[src/rtl/count_run_controller_if.sv]
// count_run_controller_if: button, step and datapath handshake bundle for the count run controller.
interface count_run_controller_if;
    logic       start_btn;
    logic       stop_btn;
    logic [1:0] step_sel;
    logic [7:0] count_in;
    logic       cnt_inc;
    logic       cnt_clr;
    logic [3:0] step;
    logic [1:0] state;
    logic       done;
    modport master (
        output start_btn, stop_btn, step_sel, count_in,
        input  cnt_inc, cnt_clr, step, state, done
    );
    modport slave (
        input  start_btn, stop_btn, step_sel, count_in,
        output cnt_inc, cnt_clr, step, state, done
    );
endinterface

[src/rtl/count_run_controller.sv]
// count_run_controller: debounced start/stop sequencing of the auto-incrementing count datapath.
// Define AUTO_RESTART_EN to re-enter RUN instead of IDLE when the DONE hold expires.
module count_run_controller #(
    parameter int TICK_CYCLES     = 50_000_000,
    parameter int DEBOUNCE_CYCLES = 1_000_000,
    parameter int MAX_COUNT       = 150,
    parameter int DONE_HOLD       = 3
) (
    input logic clk_i,
    input logic reset_i,
    count_run_controller_if.slave bus
);
    localparam int TW = TICK_CYCLES > 1 ? $clog2(TICK_CYCLES) : 1;
    localparam int DW = $clog2(DEBOUNCE_CYCLES) + 1;
    typedef enum logic [1:0] {IDLE = 2'b00, RUN = 2'b01, PAUSE = 2'b10, DONE = 2'b11} state_e;
`ifdef AUTO_RESTART_EN
    localparam state_e DONE_EXIT = RUN;
`else
    localparam state_e DONE_EXIT = IDLE;
`endif
    state_e               state_q, state_d;
    logic [1:0]           sync1_q, sync2_q, db_q, db_prev_q;
    logic [1:0][DW-1:0]   deb_q;
    logic [TW-1:0]        div_q, div_d;
    logic [3:0]           hold_q, hold_d, step_q, step_d;
    logic                 inc_q, inc_d, clr_q, clr_d, done_q;
    logic                 start_p, stop_p, running, tick, over, hold_last, zero_div;
    assign start_p   = db_q[0] & ~db_prev_q[0];
    assign stop_p    = db_q[1] & ~db_prev_q[1];
    assign running   = state_q == RUN || state_q == DONE;
    assign tick      = running && div_q == TW'(TICK_CYCLES - 1);
    assign over      = {1'b0, bus.count_in} + {5'b0, step_q} > 9'(MAX_COUNT);
    assign hold_last = hold_q == 4'(DONE_HOLD - 1);
    // A level is accepted only after DEBOUNCE_CYCLES consecutive differing samples.
    always_ff @(posedge clk_i) begin
        if (reset_i) begin
            sync1_q   <= '0;
            sync2_q   <= '0;
            db_q      <= '0;
            db_prev_q <= '0;
            deb_q     <= '0;
        end else begin
            sync1_q   <= {bus.stop_btn, bus.start_btn};
            sync2_q   <= sync1_q;
            db_prev_q <= db_q;
            for (int i = 0; i < 2; i++) begin
                if (sync2_q[i] == db_q[i]) begin
                    deb_q[i] <= '0;
                end else if (deb_q[i] == DW'(DEBOUNCE_CYCLES - 1)) begin
                    deb_q[i] <= '0;
                    db_q[i]  <= sync2_q[i];
                end else begin
                    deb_q[i] <= deb_q[i] + 1'b1;
                end
            end
        end
    end
    always_ff @(posedge clk_i) begin
        if (reset_i) begin
            state_q <= IDLE;
            div_q   <= '0;
            hold_q  <= '0;
            step_q  <= 4'd1;
            inc_q   <= 1'b0;
            clr_q   <= 1'b0;
            done_q  <= 1'b0;
        end else begin
            state_q <= state_d;
            div_q   <= div_d;
            hold_q  <= hold_d;
            step_q  <= step_d;
            inc_q   <= inc_d;
            clr_q   <= clr_d;
            done_q  <= state_d == DONE;
        end
    end
    always_comb begin
        state_d = state_q;
        case (state_q)
            IDLE:    if (start_p && !stop_p) state_d = RUN;
            RUN:     if (stop_p) state_d = PAUSE; else if (tick && over) state_d = DONE;
            PAUSE:   if (stop_p) state_d = IDLE; else if (start_p) state_d = RUN;
            DONE:    if (start_p || stop_p) state_d = IDLE; else if (tick && hold_last) state_d = DONE_EXIT;
            default: state_d = IDLE;
        endcase
    end
    // Every fresh run and every return to IDLE clears the datapath; resuming from PAUSE does not.
    always_comb begin
        clr_d    = state_d != state_q && (state_d == IDLE || (state_d == RUN && state_q != PAUSE));
        inc_d    = state_q == RUN && state_d == RUN && tick;
        zero_div = clr_d || (state_q == RUN && state_d == DONE);
        div_d    = zero_div || tick ? '0 : running ? div_q + 1'b1 : div_q;
        hold_d   = state_q != DONE ? 4'd0 : hold_q + {3'b0, tick};
        step_d   = state_q == IDLE && state_d == RUN ? 4'b1 << bus.step_sel : step_q;
    end
    assign bus.cnt_inc = inc_q;
    assign bus.cnt_clr = clr_q;
    assign bus.step    = step_q;
    assign bus.state   = state_q;
    assign bus.done    = done_q;
endmodule

[src/flat_wrapper.sv]
// flat-port wrapper written by rule: the top's interface ports become plain ports
module count_run_controller_flat 
#(
    parameter int TICK_CYCLES     = 50_000_000,
    parameter int DEBOUNCE_CYCLES = 1_000_000,
    parameter int MAX_COUNT       = 150,
    parameter int DONE_HOLD       = 3
)
  (clk_i, reset_i, bus_start_btn, bus_stop_btn, bus_step_sel, bus_count_in, bus_cnt_inc, bus_cnt_clr, bus_step, bus_state, bus_done);
  count_run_controller_if bus_i ();
  input logic clk_i;
  input logic reset_i;
  input wire logic [$bits(bus_i.start_btn)-1:0] bus_start_btn;
  input wire logic [$bits(bus_i.stop_btn)-1:0] bus_stop_btn;
  input wire logic [$bits(bus_i.step_sel)-1:0] bus_step_sel;
  input wire logic [$bits(bus_i.count_in)-1:0] bus_count_in;
  output wire logic [$bits(bus_i.cnt_inc)-1:0] bus_cnt_inc;
  output wire logic [$bits(bus_i.cnt_clr)-1:0] bus_cnt_clr;
  output wire logic [$bits(bus_i.step)-1:0] bus_step;
  output wire logic [$bits(bus_i.state)-1:0] bus_state;
  output wire logic [$bits(bus_i.done)-1:0] bus_done;
  assign bus_i.start_btn = bus_start_btn;
  assign bus_i.stop_btn = bus_stop_btn;
  assign bus_i.step_sel = bus_step_sel;
  assign bus_i.count_in = bus_count_in;
  assign bus_cnt_inc = bus_i.cnt_inc;
  assign bus_cnt_clr = bus_i.cnt_clr;
  assign bus_step = bus_i.step;
  assign bus_state = bus_i.state;
  assign bus_done = bus_i.done;
  count_run_controller #(.TICK_CYCLES(TICK_CYCLES), .DEBOUNCE_CYCLES(DEBOUNCE_CYCLES), .MAX_COUNT(MAX_COUNT), .DONE_HOLD(DONE_HOLD)) u_core (.clk_i(clk_i), .reset_i(reset_i), .bus(bus_i));
endmodule
[config.mk]
export PLATFORM = sky130hd
export DESIGN_NAME = count_run_controller_flat
export DESIGN_NICKNAME = d
export VERILOG_FILES = /design/src/rtl/count_run_controller_if.sv /design/src/rtl/count_run_controller.sv /design/src/flat_wrapper.sv
export SDC_FILE = /design/constraint.sdc
export NUM_CORES = 1
export LEC_CHECK = 0
export ABC_CLOCK_PERIOD_IN_PS = 2400
export BUFFER_PORTS_ARGS = -buffer_cell sky130_fd_sc_hd__buf_2
export CORE_ASPECT_RATIO = 1.2
export CORE_MARGIN = 1
export CORE_UTILIZATION = 40
export CTS_CLUSTER_SIZE = 14
export DETAILED_ROUTE_END_ITERATION = 10
export GPL_ROUTABILITY_DRIVEN = 0
export HOLD_SLACK_MARGIN = 0.06
export REMOVE_ABC_BUFFERS = 1
export SKIP_CTS_REPAIR_TIMING = 1
export SLEW_MARGIN = 10
export SYNTH_ARGS = -nofsm -noshare
export SYNTH_HDL_FRONTEND = slang
export SYNTH_SLANG_ARGS = --single-unit
export TNS_END_PERCENT = 100
[constraint.sdc]
create_clock -name clk_i -period 2.4 [get_ports clk_i]
set_input_delay 0.24 -clock clk_i [delete_from_list [all_inputs] [get_ports clk_i]]
set_output_delay 0.24 -clock clk_i [all_outputs]
set_load 0.01 [all_outputs]
# Yosys cells after proc, flatten, opt, wreduce, memory -nomap -nowiden
# Cells that the tools add are included.
# W data, S select, Z words.
[classes] n_addsub=5 order_cmp=1 n_eq_ne=14 n_shift=1 muxes=8 bitwise=6 reduce_logical=24
[ops] op="$add A21 B1 Y21 const B" count=2
[ops] op="$eq A21 B20 Y1 const B" count=2
[ops] op="$add A26 B1 Y26 const B" count=1
[ops] op="$eq A26 B26 Y1 const B" count=1
[ops] op="$mux W2" count=7
[ops] op="$logic_and A1 B1 Y1" count=10
[ops] op="$add A8 B4 Y9" count=1
[ops] op="$gt A9 B8 Y1 const B" count=1
[ops] op="$pmux W2 S4" count=1
[ops] op="$eq A2 B2 Y1 const B" count=3
[ops] op="$reduce_or A3 Y1" count=2
[ops] op="$logic_or A1 B1 Y1" count=5
[ops] op="$add A4 B1 Y4" count=1
[ops] op="$eq A2 B1 Y1 const B" count=2
[ops] op="$eq A4 B2 Y1 const B" count=1
[ops] op="$logic_not A2 Y1" count=2
[ops] op="$ne A2 B2 Y1 const B" count=2
[ops] op="$not A1 Y1" count=4
[ops] op="$reduce_and A2 Y1" count=2
[ops] op="$reduce_or A2 Y1" count=2
[ops] op="$shl A1 B2 Y4 const A" count=1
[ops] op="$and A1 B1 Y1" count=2
[ops] op="$eq A1 B1 Y1" count=2
[ops] op="$ne A2 B2 Y1" count=1
[ops] op="$logic_not A1 Y1" count=1
[word_totals] ff_bits=89 in_bits=14 out_inout_bits=9

# Logic depth before layout (Yosys ltp)
[logic_depth] depth_word=14 depth_mapped=9

# Least setup slack after synthesis
# Ideal clock, no wire load.
[synth_timing] kind="register to register" from="reg u_core.step_q[0], in the netlist u_core.bus.step[0]" to="reg u_core.inc_q, in the netlist u_core.bus.cnt_inc" setup_ps=60 t_arrival_ps=2395 required_time_ps=2340 setup_slack_ps=-54 stages_incl_launch_ff=10 period_less_slack_ps=2454 path_cell_list="dfxtp_1 ha_1 inv_1 fa_1 nand2b_1 o2bb2ai_1 or3b_1 o311a_1 a211oi_1 o311a_1"
[synth_between] elab_chain_len=9
[synth_rtl] item="start, declared" line_no="count_run_controller.sv:25" text="logic [3:0] hold_q, hold_d, step_q, step_d;"
[synth_rtl] item="start signal, assigned" line_no="count_run_controller.sv:71" text="step_q <= step_d;"
[synth_rtl] item="$add A8 B4 Y9" line_no="count_run_controller.sv:32" text="assign over = {1'b0, bus.count_in} + {5'b0, step_q} > 9'(MAX_COUNT);"
[synth_rtl] item="$gt A9 B8 Y1" line_no="count_run_controller.sv:32"
[synth_rtl] item="$logic_and A1 B1 Y1" line_no="count_run_controller.sv:81" text="RUN: if (stop_p) state_d = PAUSE; else if (tick && over) state_d = DONE;"
[synth_rtl] item="$mux W2 (2 in series)" line_no="count_run_controller.sv:81"
[synth_rtl] item="$pmux W2 S4" line_no="count_run_controller.sv:79" text="case (state_q)"
[synth_rtl] item="$eq A2 B1 Y1" line_no="count_run_controller.sv:90" text="inc_d = state_q == RUN && state_d == RUN && tick;"
[synth_rtl] item="$logic_and A1 B1 Y1 (2 in series)" line_no="count_run_controller.sv:90"
[synth_rtl] item="end signal, assigned" line_no="count_run_controller.sv:72" text="inc_q <= inc_d;"
[synth_rtl] item="end, declared" line_no="count_run_controller.sv:26" text="logic inc_q, inc_d, clr_q, clr_d, done_q;"
# Every way passes these cells.
# A chain may end at the register's enable or synchronous reset.

# Worst setup path after layout
# Same ends and word-level chain as after synthesis.

==> parameters.txt <==
Parameter                              Value

Clock network
  H-tree lvl count ... 3
  Count of clock tree sinks ... ~90
  Clock edge transition at the registers on the reported setup and hold paths ... 60 ps
  CTS Buffer Depth ... 2
  Number of buffers created by CTS ... 9
  Buffer cell driving the clock tree root ... clkbuf_16
  Skew-Pair Late Insertion Delay ... 340 ps
  CTS tree ... yes

Finish
  Filler Cells Inserted ... 1,000
  Combined area of the multi-input logic cells ... 2300 um^2
  Layout net count ... 538
  Number of antenna cells inserted ... 0
  Fraction of layout cells with a size suffix above 1 ... 11.9%
  Sequential cell area ... 1780 um^2
  Layout-stage area growth over the synthesis result ... 14.3%

Floorplan
  Die outline area ... 10,800 um^2
  Initial Utilization ... about two fifths
  Placeable core area ... approximately 10,000 um^2
  Number of ports placed on the die boundary ... 23
  Die Ht ... between 100 and 150 um
  Count of standard-cell rows ... 40
  Die extent in x ... 95.1 um

Routing
  DR vias/cell ... 5.04
  Initial DRC Count ... 139
  TritonRoute pass-1 iters ... 4
  Antenna-violating nets left ... 0
  Final Routed Wirelength ... 7890 um
  Count of unresolved DRC violations after routing ... 0
  WL/cell ... 12.2 um
  Routed vias ... approximately 3,300

Global route
  Largest net degree at the start of global routing ... 27
  Number of global-route vias before repair ... around 3,200
  GRT overflow ... 0
  Met2 Use GR ... 25.8%
  GRT Resource Usage Total ... 16.3%
  Busiest grt layer ... met2
  First-pass GRT wire length ... around 14,000 um
  Initial antenna violation count ... 0
  Met3 layer usage reported by global route ... 4.60%
  Met1 Usage GRT ... 20.9%

STA
  Max Fclk ... 436 MHz
  Final period utilization ... 95.5%
  Final setup vio count ... 0
  Final setup margin ... roughly 110 ps
  Minimum hold slack ... 102 ps
  Worst clock skew ... approximately 7 ps
  Slew @ Worst Pin ... between 700 and 800 ps
  Pins Over Slew Limit ... 0
  Headroom to the max-slew limit ... 47.7%
  Final Hold Viols ... 0
  Final Critical Period ... about 2300 ps

Yosys
  Sequential element share of the synthesized area ... a little over two fifths
  Synth Instances ... 485
  Number of register bits inferred by synthesis ... 89
  Async set-reset flop share out of synthesis ... 0%
  Post-synth EDFFs ... 0
  Synth unique cells ... between 40 and 50
  Number of warning messages in the yosys log ... 0
  Mean instance size in the synthesized netlist ... ~8.6 um^2
  Combined area of all synthesized cells ... roughly 4200 um^2
  Commonest register cell after synthesis ... dfxtp_1

Critical path
  Data required, critical path ... 2690 ps
  Highest-delay cell along the critical path ... or3b_1
  Crit Path Category ... reg2reg
  Critical Path End Type ... register
  Origin of the critical flop-to-flop path ... u_core.bus.step[0]
  Arrival time of data at the critical path endpoint ... 2580 ps
  Register-to-Register Setup Slack ... 110 ps
  Critical Path Source ... u_core.bus.step[0]
  End of the worst register-to-register path ... u_core.bus.cnt_inc
  Cell depth of the worst flop-to-flop path ... 9
  Kind of start point of the critical path ... register
  CP cell instances ... ha_2 -> inv_1 -> fa_2 -> nand2b_1 -> o2bb2ai_1 -> or3b_1 -> o311a_1 -> a211oi_2 -> o311a_1
  Worst setup path endpoint ... u_core.bus.cnt_inc
  Crit-path max cell delay ... 380 ps
  Most frequent cell on the critical path ... o311a_1
  Max Fanout on Critical Path ... 3

Flow run
  Maximum Capacitance Violations ... 0

Power and ir drop
  VDD IR max ... 0.341 mV
  Power consumption ... between 2 and 3 mW
  Pleak ... 1.66 nW
  Total power divided by cell area ... 609 nW/um^2

Placed design
  Pre-CTS worst setup slack ... -68.4 ps
  Post-DP HPWL ... 5630 um
  I/O Buffers ... 22

Hold path
  Cells on Worst Hold Path ... 2
  Hold/Removal Path Class ... in2reg

Status
  Run status ... finished, final reports clean
-- registers in the layout (all words and copies together) (netlist names) --
signal              count
u_core.deb_q           42
u_core.div_q           26
u_core.bus.step         4
u_core.hold_q           4
u_core.bus.state        2
u_core.db_prev_q        2
u_core.db_q             2
u_core.sync1_q          2
u_core.sync2_q          2
u_core.bus.cnt_clr      1
u_core.bus.cnt_inc      1
u_core.bus.done         1
-- cells in the final DEF, fill, tap and decap left out, drive strengths merged, types with 2 or more instances in the layout --
master,n
a211oi,3
a21oi,9
and2,5
and3,8
and4,6
buf,31
clkbuf,12
clkinv,4
dfxtp,89
ha,9
inv,14
mux2i,4
nand2,36
nand2b,3
nand3,31
nand3b,3
nand4,14
nor2,97
nor2b,11
nor3,14
nor4,8
nor4b,4
o21ai,8
o311a,2
or2,2
or3,5
or4,2
or4b,3
xnor2,28
xor2,40
-- worst max-delay path, delay by kind of cell (launching register included) --
kind,cells,cell delay (ps)
fa+ha+maj,2,550
compound gates,4,750
buf+inv,1,60
simple gates,2,530
flops,1,340
-- worst min path at each step --
stage / startpoint / end / slack [ps]
global placement: u_core.sync1_q[1] / u_core.sync2_q[1] / 430
finish: bus_start_btn / u_core.sync1_q[0] / 100
floorplan: reset_i / u_core.bus.step[1] / 310
detailed placement: u_core.sync1_q[1] / u_core.sync2_q[1] / 430
global route: bus_stop_btn / u_core.sync1_q[1] / 120
CTS: bus_start_btn / u_core.sync1_q[0] / 90
-- power breakdown --
part	switching, mW	internal [mW]
clock	0.565	0.758
sequential	0.00228	1.48
combinational	0.0541	0.0378
total	0.622	2.28
-- kinds of logic after synthesis --
group / synth area share [%]
flip-flops: 42.8
multiplexers: 0.962
AND/OR/NAND/NOR: 31.4
buffers and inverters: 2.58
AO/OA/AOI/OAI: 4.81
XOR/XNOR: 14.3
adder cells (fa/ha/maj): 3.19
-- stage by stage --
step                      cell area, um^2  TNS [ps]  instances  utilization (%)
final                                4760         0        645             47.3
after global routing                 4760     -13.7        645             47.3
after CTS                            4730      -244        645             47.0
after detailed placement             4440      -187        629             44.2
after global placement               4440         0        629             44.2
after floorplan                      4110      -140        472                -
-- cell usage after synthesis, types with 3 or more instances --
library cell / instances / area, um^2
o21ai_0: 7 / 35.0
nor2b_1: 11 / 68.8
nand2_1: 36 / 135
a211oi_1: 3 / 22.5
xnor2_1: 28 / 245
xor2_1: 40 / 350
dfxtp_1: 89 / 1780
ha_1: 9 / 113
nor4b_1: 4 / 35.0
and2_1: 5 / 31.3
inv_1: 14 / 52.6
nand3b_1: 3 / 22.5
or3_1: 5 / 31.3
buf_2: 5 / 25.0
a21oi_1: 9 / 45.0
nor4_1: 7 / 43.8
nand2b_1: 3 / 18.8
and3_1: 8 / 50.1
nor2_1: 97 / 364
and4_1: 6 / 52.6
mux2i_1: 4 / 40.0
nand4_1: 14 / 87.6
nand3_1: 30 / 150
clkbuf_1: 7 / 26.3
nor3_1: 12 / 60.1
-- layer usage --
layer	vias to the layer above	wire (um)	share of wire (%)
met4	0	108	1.4
met3	10	192	2.4
met2	23	3710	47
met5	-	0	0
li1	1710	-	-
met1	1510	3890	49
-- final cells by class --
cell class                      count  area share [%]
Clock buffer                       12            5.39
Clock inverter                      4           0.578
Inverter                           14            1.10
Multi-Input combinational cell    369            48.4
Sequential cell                    89            37.5
Tap cell                          126            3.31
Timing Repair Buffer               31            3.73
Note: power is estimated with default switching activity, not from simulation.
